File: src/rtl/sevenseg_scan_driver.sv
// Multiplexed 4-digit common-anode 7-segment scan driver.
// Frame-synchronous snapshot, ghosting guard, leading-zero blanking.
module sevenseg_scan_driver #(
   parameter int DIGIT_CYCLES = 100_000,
   parameter int GHOST_CYCLES = 1_000,
   parameter int DP_DIGIT     = 2,
   parameter int BLANK_LEAD   = 1
) (
   input  logic        clk100Mhz,
   input  logic        rst,
   input  logic [15:0] display_bcd,
   input  logic        dp,
   input  logic        blank,
   output logic [3:0]  an,
   output logic [6:0]  seg,
   output logic        dp_n,
   output logic        frame_done,
   output logic        bcd_err
);

   localparam int CW = (DIGIT_CYCLES > 2) ? $clog2(DIGIT_CYCLES) : 1;
   localparam logic [CW-1:0] LAST  = CW'(DIGIT_CYCLES - 1);
   localparam logic [CW-1:0] GHOST = CW'(GHOST_CYCLES);
   localparam logic [1:0]    DPI   = 2'(DP_DIGIT);

   typedef enum logic {GUARD, ON} state_t;

   state_t        state, state_nxt;
   logic [CW-1:0] cnt, cnt_nxt;
   logic [1:0]    idx;
   logic [15:0]   snapshot, src_bcd;
   logic          dp_snap, src_dp;
   logic          capture, err_in;
   logic [3:0]    nib;
   logic [3:0]    lz;
   logic          lead_blank;
   logic [3:0]    an_d;
   logic [6:0]    seg_d;
   logic          dp_n_d;

   function automatic logic [6:0] enc(input logic [3:0] v);
      logic [6:0] s;
      unique case (v)
         4'd0:    s = 7'h40;
         4'd1:    s = 7'h79;
         4'd2:    s = 7'h24;
         4'd3:    s = 7'h30;
         4'd4:    s = 7'h19;
         4'd5:    s = 7'h12;
         4'd6:    s = 7'h02;
         4'd7:    s = 7'h78;
         4'd8:    s = 7'h00;
         4'd9:    s = 7'h10;
         default: s = 7'h3F;
      endcase
      return s;
   endfunction

   assign capture = (idx == 2'd0) && (cnt == '0);
   assign cnt_nxt = (cnt == LAST) ? '0 : cnt + CW'(1);

   // On the capture edge the slot renders from the value being latched
   assign src_bcd = capture ? display_bcd : snapshot;
   assign src_dp  = capture ? dp : dp_snap;

   assign err_in = (display_bcd[3:0]   > 4'd9) ||
                   (display_bcd[7:4]   > 4'd9) ||
                   (display_bcd[11:8]  > 4'd9) ||
                   (display_bcd[15:12] > 4'd9);

   always_ff @(posedge clk100Mhz) begin
      if (rst) begin
         cnt <= '0;
         idx <= 2'd0;
      end else begin
         cnt <= cnt_nxt;
         if (cnt == LAST)
            idx <= idx + 2'd1;
      end
   end

   always_ff @(posedge clk100Mhz) begin
      if (rst) begin
         snapshot   <= 16'h0000;
         dp_snap    <= 1'b0;
         bcd_err    <= 1'b0;
         frame_done <= 1'b0;
      end else begin
         frame_done <= capture;
         if (capture) begin
            snapshot <= display_bcd;
            dp_snap  <= dp;
            bcd_err  <= err_in;
         end
      end
   end

   always_ff @(posedge clk100Mhz) begin
      if (rst)
         state <= (GHOST == '0) ? ON : GUARD;
      else
         state <= state_nxt;
   end

   always_comb begin
      state_nxt = (cnt_nxt < GHOST) ? GUARD : ON;
   end

   // lz[i]: nibbles i..3 are all zero
   assign lz[3] = (src_bcd[15:12] == 4'd0);
   assign lz[2] = lz[3] && (src_bcd[11:8] == 4'd0);
   assign lz[1] = lz[2] && (src_bcd[7:4] == 4'd0);
   assign lz[0] = lz[1] && (src_bcd[3:0] == 4'd0);

   assign nib = src_bcd[{idx, 2'b00} +: 4];
   assign lead_blank = (BLANK_LEAD != 0) && (idx != 2'd0) && lz[idx] &&
                       !(src_dp && (idx <= DPI));

   always_comb begin
      an_d   = 4'hF;
      seg_d  = 7'h7F;
      dp_n_d = 1'b1;
      if (state == ON && !blank && !lead_blank) begin
         an_d   = ~(4'b0001 << idx);
         seg_d  = enc(nib);
         dp_n_d = ~(src_dp && (idx == DPI));
      end
   end

   always_ff @(posedge clk100Mhz) begin
      if (rst) begin
         an   <= 4'hF;
         seg  <= 7'h7F;
         dp_n <= 1'b1;
      end else begin
         an   <= an_d;
         seg  <= seg_d;
         dp_n <= dp_n_d;
      end
   end

endmodule
File: config.mk
export PLATFORM = sky130hd
export DESIGN_NAME = sevenseg_scan_driver
export DESIGN_NICKNAME = d
export VERILOG_FILES = /design/src/rtl/sevenseg_scan_driver.sv
export SDC_FILE = /design/constraint.sdc
export NUM_CORES = 1
export LEC_CHECK = 0
export ABC_AREA = 0
export BUFFER_PORTS_ARGS = -buffer_cell sky130_fd_sc_hd__buf_4
export CAP_MARGIN = 10
export CORE_MARGIN = 3
export CORE_UTILIZATION = 50
export DETAILED_ROUTE_END_ITERATION = 6
export GPL_ROUTABILITY_DRIVEN = 1
export GPL_TIMING_DRIVEN = 1
export PLACE_DENSITY = 0.7
export SYNTH_ARGS = -nofsm -noshare
export SYNTH_HDL_FRONTEND = slang
export SYNTH_SLANG_ARGS = --single-unit
File: constraint.sdc
create_clock -name clk100Mhz -period 6.71 [get_ports clk100Mhz]
set_input_delay 1.342 -clock clk100Mhz [delete_from_list [all_inputs] [get_ports clk100Mhz]]
set_output_delay 1.342 -clock clk100Mhz [all_outputs]
set_load 0.03 [all_outputs]
Yosys cells after proc, flatten, opt, wreduce, memory -nomap -nowiden
Memories as Yosys holds them, arrays and structs flattened. A register that Yosys moved wholly into a read port is not among the register bits.
Cells that the tools add are included.
Widths: inputs -> output; s select.
Word-level totals
  register bits after elaboration: 44
  latch bits: 0
  bits in writable memories: 0
  bits in read-only memories: 112
  input bits: 20
  output and inout port bits: 14
  memories: 1
Memories
  (no name shown): words 16, bits a word 7, read ports 1, clocked after memory_dff 1, wr ports 0, RTL line 43  | unique case (v)
Operators by class
  add/subtract/negate cells: 2
  $mul: 0
  div/mod/pow operators: 0
  $lt $le $gt $ge: 7
  eq/ne operators: 2
  shift-type cells: 2
  muxes and demuxes: 6
  bitwise gates (word level): 3
  reductions and logical operators: 24
Operators with widths (count)
  $add 17x1->17 const B: 1
  $eq 17x17->1 const B: 1
  $logic_not 17->1: 1
  $lt 17x10->1 const B: 1
  $mux 17: 1
  $gt 4x4->1 const B: 4
  $logic_not 4->1: 4
  $mux 16: 1
  $shiftx 16x5->4: 1
  $logic_and 1x1->1: 10
  $not 4->4: 1
  $shl 1x2->4 const A: 1
  $logic_not 1->1: 3
  $logic_or 1x1->1: 3
  $lt 2x3->1 const B: 1
  $mux 1: 3
  $add 2x1->2 const B: 1
  $bmux 1 s2: 1
  $eq 2x2->1 const B: 1
  $le 2x2->1 const B: 1
  $logic_not 2->1: 1
  $not 1->1: 2
  $reduce_bool 2->1: 1
  $reduce_or 2->1: 1

Depth between registers and ports, before layout
Gate-level depths: netlist (run 1).
  depth after elaboration: 15
  gate-level depth with buffers: 14
  mapped depth without buffers: 11

Worst setup path after synthesis (run 1)
Ideal clock, no wire load.
  kind: register -> register
  start: register idx[0]
  end: register seg[5]
  data arrival time: 2.957 ns
  slack: 3.629 ns
  cell stages (with the launch flop): 15
  clock period less this slack: 3.081 ns
  cell sequence: dfxtp_1 clkbuf_1 inv_1 ha_1 nor2b_1 and3_1 buf_6 nand2_4 buf_2 mux2_2 o221ai_2 inv_1 ha_1 nor3_1 o31ai_1
Between the ends
  longest elaborated chain between the ends: 15
  elaborated cells between the ends (all ways): 24
  classes of those cells: order compare (1); shift (1); mux (4); bitwise (1); reduce/logical (17)
Ends and longest elaborated chain
  start: declaration: RTL line 30  | logic [1:0] idx;
  start signal: assignment: RTL line 78  | idx <= idx + 2'd1;
  $logic_not 2->1: RTL line 59  | assign capture = (idx == 2'd0) && (cnt == '0);
  $logic_and 1x1->1: RTL line 59
  $mux 16
  $logic_not 4->1, on equally long branches: RTL line 110, 111
  $logic_and 1x1->1: RTL line 111  | assign lz[2] = lz[3] && (src_bcd[11:8] == 4'd0);
  $logic_and 1x1->1: RTL line 112  | assign lz[1] = lz[2] && (src_bcd[7:4] == 4'd0);
  $logic_and 1x1->1: RTL line 113  | assign lz[0] = lz[1] && (src_bcd[3:0] == 4'd0);
  $bmux 1 s2: RTL line 116  | assign lead_blank = (BLANK_LEAD != 0) && (idx != 2'd0) && lz[idx] &&
  $mux 1 (implied by the code): RTL line 116
  $logic_and 1x1->1 (2 in a row): RTL line 116
  $logic_not 1->1: RTL line 123  | if (state == ON && !blank && !lead_blank) begin
  $logic_and 1x1->1: RTL line 123
  $not 1->1 (no line)
  $reduce_or 2->1 (no line)
  end: declaration: RTL line 15  | output logic [6:0] seg,
Several ways; a longest one is shown, not always the timed one. The select of a mux whose other input is x is not followed.
A chain may end at the register's enable or synchronous reset.

Final worst setup path (run 1)
  start: register idx[1]
  end: register seg[0]
Same word-level chain as after synthesis.

==> impl_metrics.json, run 1 <==
{
  "final_layout_size_suffix_gt1_share_pct": 16.3,
  "clock-root-buffer": "clkbuf_8",
  "routedWlPerCell_um": 14.7,
  "hold_buffers": 0,
  "start_kind": "flop",
  "timing.final.crit_share_pct": 52.8,
  "synth.distinct_cells": 54,
  "design.core.area_um2": 5170,
  "end_kind": "flop",
  "ys_seq_elements": 51,
  "cp.arrival_ns": 3.71,
  "crit_cells": 9,
  "hold_violations": 0,
  "yosys_most_used_dff": "dfxtp_1",
  "htree_levels": 2,
  "grt_max_degree": 29,
  "cts_setup_buffers": 0,
  "powerDensity_nw_per_um2": 198,
  "crit_family": "multiplexers",
  "hold_class": "reg -> reg",
  "worst_pin_slew_ns": 1.05,
  "synth_edf_count": 0,
  "die_h_um": 79.8,
  "cts_buffers": 5,
  "syn2layout_area_growth_pct": 10.8,
  "finalCriticalPeriod_ns": 3.54,
  "fp.dieW_um": 79.8,
  "rsz0062_at_grt": "false",
  "cts_resized": 0,
  "postRouteAntennaNets": 0,
  "vias": 2257,
  "worst_ir_drop_vdd_mv": 0.153,
  "slew_headroom_pct": 30.1,
  "final_cells": 402,
  "start_util_pct": 52.7,
  "cts_tree": "done",
  "fin_setup_tns_ns": 0,
  "path_clk_slew_ns": 0.09,
  "outcome": "finished, final reports clean",
  "gp_congestion": 0.863,
  "maxClockFrequency_ghz": 0.282,
  "ff2ff_setup_slack_ns": 3.17,
  "critical_path_class": "reg -> reg",
  "gr-total-overflow": 0,
  "route.detailed.drc": 0,
  "nets": 365,
  "clock_latency_ns": 0.30,
  "crit_chain": "inv_1 -> ha_1 -> nor2b_1 -> and3_1 -> nand2_4 -> mux4_2 -> mux2i_1 -> nor3b_2 -> o31ai_1",
  "slew_viol_final": 0,
  "fin_skew_ns": 0.00854,
  "synthArstFlopShare_pct": 0,
  "port_buffers": 33,
  "grt_pass1_vias": 2023,
  "worstPathMaxFanout": 23,
  "drt_first_pass_iters": 4,
  "synth_fp_nets": 345,
  "hpwl_mm": 4.33,
  "p_leak_nw": 1.20,
  "clock_sinks": 51,
  "crit_buf_inv": 1,
  "holdPathStages": 2,
  "io_pins": 34,
  "cts_buffer_depth": 2,
  "ys_warn_count": 0,
  "gr-usage-all-layers_pct": 19.3,
  "crit_slowest_cell": "mux2i_1",
  "power_mw": 0.598,
  "r2r_cells": 9,
  "syn_inst": 313,
  "place_inst": 396,
  "netlist_area_um2": 2720,
  "critPathMaxStageDelay_ns": 0.62,
  "maxCapViolCount": 0,
  "via_per_inst": 5.61,
  "drt-initial-drc-count": 110,
  "rows": 26,
  "die-area_um2": 6370,
  "grt_pass1_wl_mm": 9.78,
  "drt_wl_total_mm": 5.92,
  "ys_seq_area_share_pct": 37.5,
  "avgSynthCellArea_um2": 8.70,
  "antenna_found_initial": 0,
  "critPathRequiredTime_ns": 6.87,
  "diodes": 0,
  "setup_viol": 0
}
-- layout make-up --
cell class	count	area, um2
Inverter	9	33.8
Fill cell	484	2150
Tap cell	70	87.6
Sequential cell	51	1020
Multi-Input combinational cell	233	1560
Clock buffer	6	72.6
Timing Repair Buffer	33	248
-- routing by layer --
metal | global-route usage [%] | share of wire, % | up-vias
met5 | 0 | 0 | -
met4 | 6.42 | 2.1 | 0
met3 | 4.97 | 5.9 | 16
met2 | 27.0 | 42 | 67
met1 | 28.6 | 50 | 1030
li1 | - | - | 1144
-- worst reg2reg max path, cell delays in order (launching register included) --
cell     delay [ns]
dfxtp_1        0.58
inv_1          0.25
ha_1           0.27
nor2b_1        0.17
and3_1         0.29
nand2_4        0.28
mux4_2         0.54
mux2i_1        0.62
nor3b_2        0.32
o31ai_1        0.10
-- metrics by stage --
| step | cell area (um2) | util [%] | hold slack [ns] | setup WS [ns] |
|---|---|---|---|---|
| 2_1_floorplan | 2720 | - | 0.437 | 3.63 |
| 3_3_place_gp | 2950 | 57.0 | 0.454 | 3.30 |
| 3_5_place_dp | 2950 | 57.0 | 0.465 | 3.21 |
| 4_1_cts | 3020 | 58.4 | 0.477 | 3.18 |
| 5_1_grt | 3020 | 58.4 | 0.497 | 2.86 |
| 6_report | 3020 | 58.4 | 0.476 | 3.17 |
-- cells by family (layout without fill, tap and decap cells) --
family	Yosys count	count (layout)	synth area share, %
fa+ha+maj	12	12	5.51
flops	51	51	37.5
xor+xnor	17	17	5.47
mux	12	12	6.57
simple gates	135	135	25.9
compound gates	57	57	13.7
buf+inv	29	48	5.37
-- final timing paths --
kind | from | end
min | snapshot[8] | snapshot[8]
max reg2reg | idx[1] | seg[0]
min reg2reg | snapshot[8] | snapshot[8]
max | idx[1] | seg[0]
-- synth_stat cells (4+ instances only) --
| cell type | number | area share (%) |
|---|---|---|
| mux2i_1 | 4 | 1.5 |
| nor3_1 | 5 | 0.92 |
| o21ai_0 | 9 | 1.7 |
| and3_1 | 7 | 1.6 |
| ha_1 | 12 | 5.5 |
| nand2_1 | 44 | 6.1 |
| mux2_2 | 4 | 1.7 |
| buf_6 | 4 | 1.7 |
| dfxtp_1 | 51 | 37 |
| nand3_1 | 14 | 2.6 |
| or4_1 | 4 | 1.1 |
| nor4_1 | 5 | 1.1 |
| clkbuf_1 | 10 | 1.4 |
| xor2_1 | 7 | 2.3 |
| and4_1 | 4 | 1.3 |
| inv_1 | 9 | 1.2 |
| a21oi_1 | 21 | 3.9 |
| nor2_1 | 31 | 4.3 |
| xnor2_1 | 10 | 3.2 |
| nand4_1 | 4 | 0.92 |
-- flip-flops by register name (all words and copies together), names as in the netlist, 2 cells and up --
| signal | count |
|---|---|
| an | 4 |
| cnt | 17 |
| idx | 2 |
| seg | 7 |
| snapshot | 16 |
-- cells in the final DEF (no fill, tap or decap), drive strengths merged, types with 5 or more instances in the layout --
cell type / n
inv: 9
nor3: 5
nand3: 14
a21oi: 21
ha: 12
and3: 7
dfxtp: 51
xnor2: 10
nor2: 31
nand2: 45
clkbuf: 6
buf: 33
o21ai: 11
nor4: 7
xor2: 7
-- where the power goes --
group          internal (mW)  switching, mW
clock                 0.0697         0.0913
combinational         0.0476         0.0645
sequential             0.315         0.0100
(Power assumes the default switching activity.)
==> run 2, diff against run 1 <==
==> constraint.sdc (replaced) <==
create_clock -name clk100Mhz -period 3.4 [get_ports clk100Mhz]
set_input_delay 0.68 -clock clk100Mhz [delete_from_list [all_inputs] [get_ports clk100Mhz]]
set_output_delay 0.68 -clock clk100Mhz [all_outputs]
set_load 0.03 [all_outputs]
==> impl_metrics.json, run 2 (synthesis gave the netlist of run 1 again) <==
{
  "outcome": "finished, final reports clean",
  "maxClockFrequency_ghz": 0.321,
  "vias": 2307,
  "cts_buffers": 5,
  "start_util_pct": 52.7,
  "maxCapViolCount": 0,
  "worstPathMaxFanout": 23,
  "cp.arrival_ns": 3.29,
  "gr-total-overflow": 0,
  "nets": 371,
  "route.detailed.drc": 0,
  "end_kind": "flop",
  "critPathRequiredTime_ns": 3.58,
  "largest_register_ff_count": 17,
  "fin_skew_ns": 0.0128,
  "drt_first_pass_iters": 4,
  "port_buffers": 33,
  "critPathMaxStageDelay_ns": 0.51,
  "worst_ir_drop_vdd_mv": 0.196,
  "p_leak_nw": 1.23,
  "clock_latency_ns": 0.31,
  "routedWlPerCell_um": 14.7,
  "finalCriticalPeriod_ns": 3.12,
  "powerDensity_nw_per_um2": 391,
  "postRouteAntennaNets": 0,
  "syn2layout_area_growth_pct": 13.3,
  "fp.dieW_um": 79.8,
  "cts_setup_buffers": 0,
  "crit_family": "simple AND/OR/NAND/NOR gates",
  "rsz0062_at_grt": "false",
  "setup_viol": 0,
  "hpwl_mm": 4.27,
  "slew_headroom_pct": 64.0,
  "grt_pass1_wl_mm": 10.0,
  "critical_path_class": "reg -> reg",
  "gp_congestion": 0.899,
  "via_per_inst": 5.63,
  "io_pins": 34,
  "layout_common_cells": "dfxtp_1 (51), nand2_1 (44), buf_4 (39)",
  "hold_buffers": 0,
  "timing.final.crit_share_pct": 91.7,
  "antenna_found_initial": 0,
  "final_layout_size_suffix_gt1_share_pct": 18.2,
  "crit_buf_inv": 2,
  "worst_pin_slew_ns": 0.540,
  "clock_sinks": 51,
  "rows": 26,
  "cts_buffer_depth": 2,
  "drt_wl_total_mm": 6.03,
  "clock-root-buffer": "clkbuf_8",
  "fill_cells": 482,
  "utilization_pct": 59.7,
  "cts_tree": "done",
  "hold_class": "reg -> reg",
  "crit_chain": "inv_1 -> ha_1 -> nor2b_1 -> and3_2 -> nand2_4 -> mux4_2 -> o221ai_2 -> inv_1 -> ha_1 -> nor3_1 -> o31ai_1",
  "start_kind": "flop",
  "final_common_cell": "dfxtp_1",
  "htree_levels": 2,
  "gr-usage-all-layers_pct": 20.1,
  "biggestRegsByFlops": "cnt: 17 flops, snapshot: 16 flops, seg: 7 flops",
  "fin_setup_tns_ns": 0,
  "crit_slowest_cell": "mux4_2",
  "slew_viol_final": 0,
  "largest-register": "cnt",
  "die-area_um2": 6370,
  "diodes": 0,
  "die_h_um": 79.8,
  "drt-initial-drc-count": 150,
  "path_clk_slew_ns": 0.09,
  "hold_violations": 0,
  "grt_max_degree": 29,
  "grt_pass1_vias": 2101,
  "design.core.area_um2": 5170
}
==> run 2: changes by cell type in the layout (fill, tap and decap cells not counted) <==
cell and delta:
buf_4 +6, and3_1 -1, and3_2 +1, clkbuf_1 +1
clkinv_2 +1, o221ai_2 -1, o221ai_4 +1
==> run 2: tightest hold or removal path: cells and delay by family (launching register included) <==
family / cells / cell delay, ns
simple gates: 1 / 0.06
flops: 1 / 0.33
compound gates: 1 / 0.05
==> run 2: path summary, 6_finish.rpt <==
kind           startpoint           end  slack [ns]  cells past startpoint
min reg2reg  snapshot[10]  snapshot[10]        0.47                      2
min          snapshot[10]  snapshot[10]        0.47                      2
max reg2reg        idx[0]        seg[5]        0.28                     11
max                idx[0]        seg[5]        0.28                     11
==> run 2: per-layer routing <==
metal / track usage (%) / routed length [um] / vias up / part of all wire [%]
met3: 4.40 / 361 / 8 / 6.0
met1: 29.0 / 3010 / 1073 / 50
met5: 0 / 0 / - / 0
li1: - / - / 1161 / -
met2: 29.3 / 2570 / 65 / 43
met4: 7.09 / 87 / 0 / 1.4
==> run 2: what timing repair did <==
action / 4_1_cts / 5_1_grt
resized for setup: 0 / 2
endpoints found under the setup margin: 0 / 3
endpoints found under the hold margin: 0 / 0
==> run 2: cell type report <==
| cell class | instances | area (um2) | share of cell area (%) |
|---|---|---|---|
| inverters | 9 | 33.8 | 1.09 |
| flip-flops and latches | 51 | 1020 | 33.1 |
| clock buffers | 7 | 76.3 | 2.47 |
| repair buffers | 39 | 293 | 9.49 |
| multi-input cells | 233 | 1570 | 50.9 |
| well taps | 70 | 87.6 | 2.84 |
| clock inverters | 1 | 5.00 | 0.162 |
==> run 2: where the power goes <==
| group | internal, mW | switching [mW] | total, mW |
|---|---|---|---|
| registers | 0.621 | 0.0190 | 0.640 |
| logic | 0.102 | 0.129 | 0.232 |
| clock network | 0.145 | 0.191 | 0.336 |
==> run 2: through the flow <==
stage / cells / total power [mW] / area, um2 / setup slack [ns] / hold slack (ns)
after floorplan: 313 / 0.819 / 2720 / 0.319 / 0.437
after global placement: 402 / 0.876 / 2990 / 0.394 / 0.456
after detailed placement: 402 / 0.879 / 2990 / 0.247 / 0.463
after CTS: 410 / 1.21 / 3070 / 0.234 / 0.477
after global routing: 410 / 1.28 / 3090 / 0.0485 / 0.496
final: 410 / 1.21 / 3090 / 0.283 / 0.474
==> run 3, diff against run 2 <==
--- a/config.mk
+++ b/config.mk
@@ -5,7 +5,7 @@
 export SDC_FILE = /design/constraint.sdc
 export NUM_CORES = 1
 export LEC_CHECK = 0
-export ABC_AREA = 0
+export ABC_AREA = 1
 export BUFFER_PORTS_ARGS = -buffer_cell sky130_fd_sc_hd__buf_4
 export CAP_MARGIN = 10
 export CORE_MARGIN = 3
==> impl_metrics.json, run 3 <==
{
  "slew_viol_final": 0,
  "rsz0062_at_grt": "false",
  "layout_common_cells": "nand2_1 (90), nor2_1 (77), inv_1 (56)",
  "path_clk_slew_ns": 0.11,
  "gr-usage-all-layers_pct": 20.4,
  "p_leak_nw": 1.64,
  "pwr-share-seq_pct": 46.7,
  "netlist_area_um2": 3020,
  "route.detailed.drc": 0,
  "place_area_um2": 3290,
  "rows": 27,
  "port_buffers": 33,
  "cts_resized": 0,
  "syn_inst": 445,
  "synth_common_cells": "nand2_1 (90), nor2_1 (77), inv_1 (56)",
  "nets": 508,
  "finalCriticalPeriod_ns": 2.87,
  "synth_fp_nets": 477,
  "postRouteAntennaNets": 0,
  "fin_skew_ns": 0.0134,
  "htree_levels": 2,
  "gp_congestion": 0.942,
  "grt_pass1_wl_mm": 11.8,
  "diodes": 0,
  "die_h_um": 83.7,
  "routedWlPerCell_um": 12.5,
  "biggestRegsByFlops": "cnt: 17 flops, snapshot: 16 flops, seg: 7 flops",
  "maxCapViolCount": 0,
  "drt_first_pass_iters": 4,
  "cts_tree": "done",
  "drt-initial-drc-count": 157,
  "ys_seq_area_share_pct": 33.8,
  "cts_buffers": 5,
  "end_kind": "flop",
  "slew_headroom_pct": 73.5,
  "io_pins": 34,
  "start_util_pct": 53.2,
  "cp.arrival_ns": 3.08,
  "start_kind": "flop",
  "power_mw": 1.37,
  "ys_warn_count": 0,
  "synth_area_leader_cell": "dfxtp_1",
  "switching_power_mw": 0.415,
  "synth_most_common_cell": "nand2_1",
  "largest-register": "cnt",
  "setup_viol": 0,
  "combPwrFrac_pct": 21.5,
  "avgSynthCellArea_um2": 6.78,
  "hold_class": "reg -> reg",
  "hold_buffers": 0,
  "swShare_pct": 30.4,
  "cts_setup_buffers": 0,
  "worst_ir_drop_vdd_mv": 0.226,
  "grt_max_degree": 38,
  "final_layout_size_suffix_gt1_share_pct": 18.2,
  "worst_pin_slew_ns": 0.398,
  "grt_pass1_vias": 2741,
  "synth.distinct_cells": 32,
  "timing.final.crit_share_pct": 84.3,
  "critical_path_class": "reg -> reg",
  "largest_register_ff_count": 17,
  "drt_wl_total_mm": 6.86,
  "clock_sinks": 51,
  "clkPwrFrac_pct": 31.8,
  "p_int_mw": 0.952,
  "powerDensity_nw_per_um2": 402,
  "synth_edf_count": 0,
  "fill_cells": 547,
  "synth_area_leaders": "dfxtp_1 (34%), nand2_1 (11%), nor2_1 (9.6%), nand3_1 (7.5%), inv_1 (7.0%)",
  "fp.dieW_um": 83.7,
  "gr-total-overflow": 0,
  "design.core.area_um2": 5680,
  "vias": 2800,
  "synthArstFlopShare_pct": 0,
  "hold_violations": 0,
  "fin_setup_tns_ns": 0,
  "hpwl_mm": 5.35,
  "via_per_inst": 5.10,
  "critPathRequiredTime_ns": 3.62,
  "cts_buffer_depth": 2,
  "die-area_um2": 7010,
  "syn2layout_area_growth_pct": 12.6,
  "yosys_most_used_dff": "dfxtp_1",
  "design_area_um2": 3400,
  "yosysTopAreaCellShare_pct": 33.8,
  "worstPathMaxFanout": 10,
  "clock_latency_ns": 0.31,
  "maxClockFrequency_ghz": 0.349,
  "antenna_found_initial": 0,
  "ys_seq_elements": 51,
  "outcome": "finished, final reports clean",
  "clock-root-buffer": "clkbuf_8",
  "final_common_cell": "nand2_1"
}
==> run 3: final timing paths <==
check,cells past startpoint,to,slack [ns],start
max,17,seg[1],0.53,idx[0]
min,2,snapshot[3],0.48,snapshot[3]
max reg2reg,17,seg[1],0.53,idx[0]
min reg2reg,2,snapshot[3],0.48,snapshot[3]
==> run 3: final cells by class <==
| class | count | area (um2) | share of cell area (%) |
|---|---|---|---|
| sequential | 51 | 1020 | 30.0 |
| tap | 72 | 90.1 | 2.65 |
| multi-input combinational | 320 | 1680 | 49.4 |
| clock inverter | 3 | 46.3 | 1.36 |
| clock buffer | 5 | 68.8 | 2.02 |
| inverter | 64 | 240 | 7.06 |
| timing repair buffer | 34 | 255 | 7.51 |
==> run 3: layer usage <==
layer  global-route usage [%]  wire [um]  vias to the layer above
met5                        0          0                        -
met4                     9.94        246                        0
met3                     4.24        334                       23
met2                     35.8       3390                       74
met1                     23.2       2890                     1243
li1                         -          -                     1460
==> run 3: critical path: stages (launching register included) <==
cell	delay (ns)
dfxtp_1	0.53
clkinv_1	0.30
ha_1	0.32
nand3_1	0.16
inv_1	0.15
nand3_4	0.16
nand2_1	0.11
nand2_1	0.07
nand2_1	0.05
nand2_1	0.06
inv_1	0.04
nand2_1	0.12
inv_1	0.11
ha_1	0.30
nand2_1	0.09
nor2_1	0.05
nor2_1	0.12
nand2_2	0.06
==> run 3: cell families after synthesis <==
group	count (synthesis)	synth area share, %
buffers and inverters	74	10.6
xor gates and xnor gates	9	2.61
DFF	51	33.8
and+or+nand+nor	276	43.3
AOI/OAI and AO/OA	23	4.68
adders and majority gates	12	4.97
==> run 3: metrics by stage <==
step	cells	worst slack [ns]	hold slack (ns)	util (%)
finish	549	0.534	0.477	59.9
global route	549	0.177	0.493	59.9
CTS	549	0.542	0.482	59.9
detailed placement	541	0.552	0.466	57.9
global placement	541	0.639	0.460	57.9
floorplan	445	0.893	0.448	-
==> run 3: power by group through the flow <==
stage	combinational, mW	sequential [mW]	clock [mW]
after floorplan	0.228	0.655	0
after global placement	0.291	0.652	0
after detailed placement	0.293	0.653	0
after CTS	0.295	0.639	0.449
after global routing	0.342	0.642	0.470
final	0.294	0.639	0.434
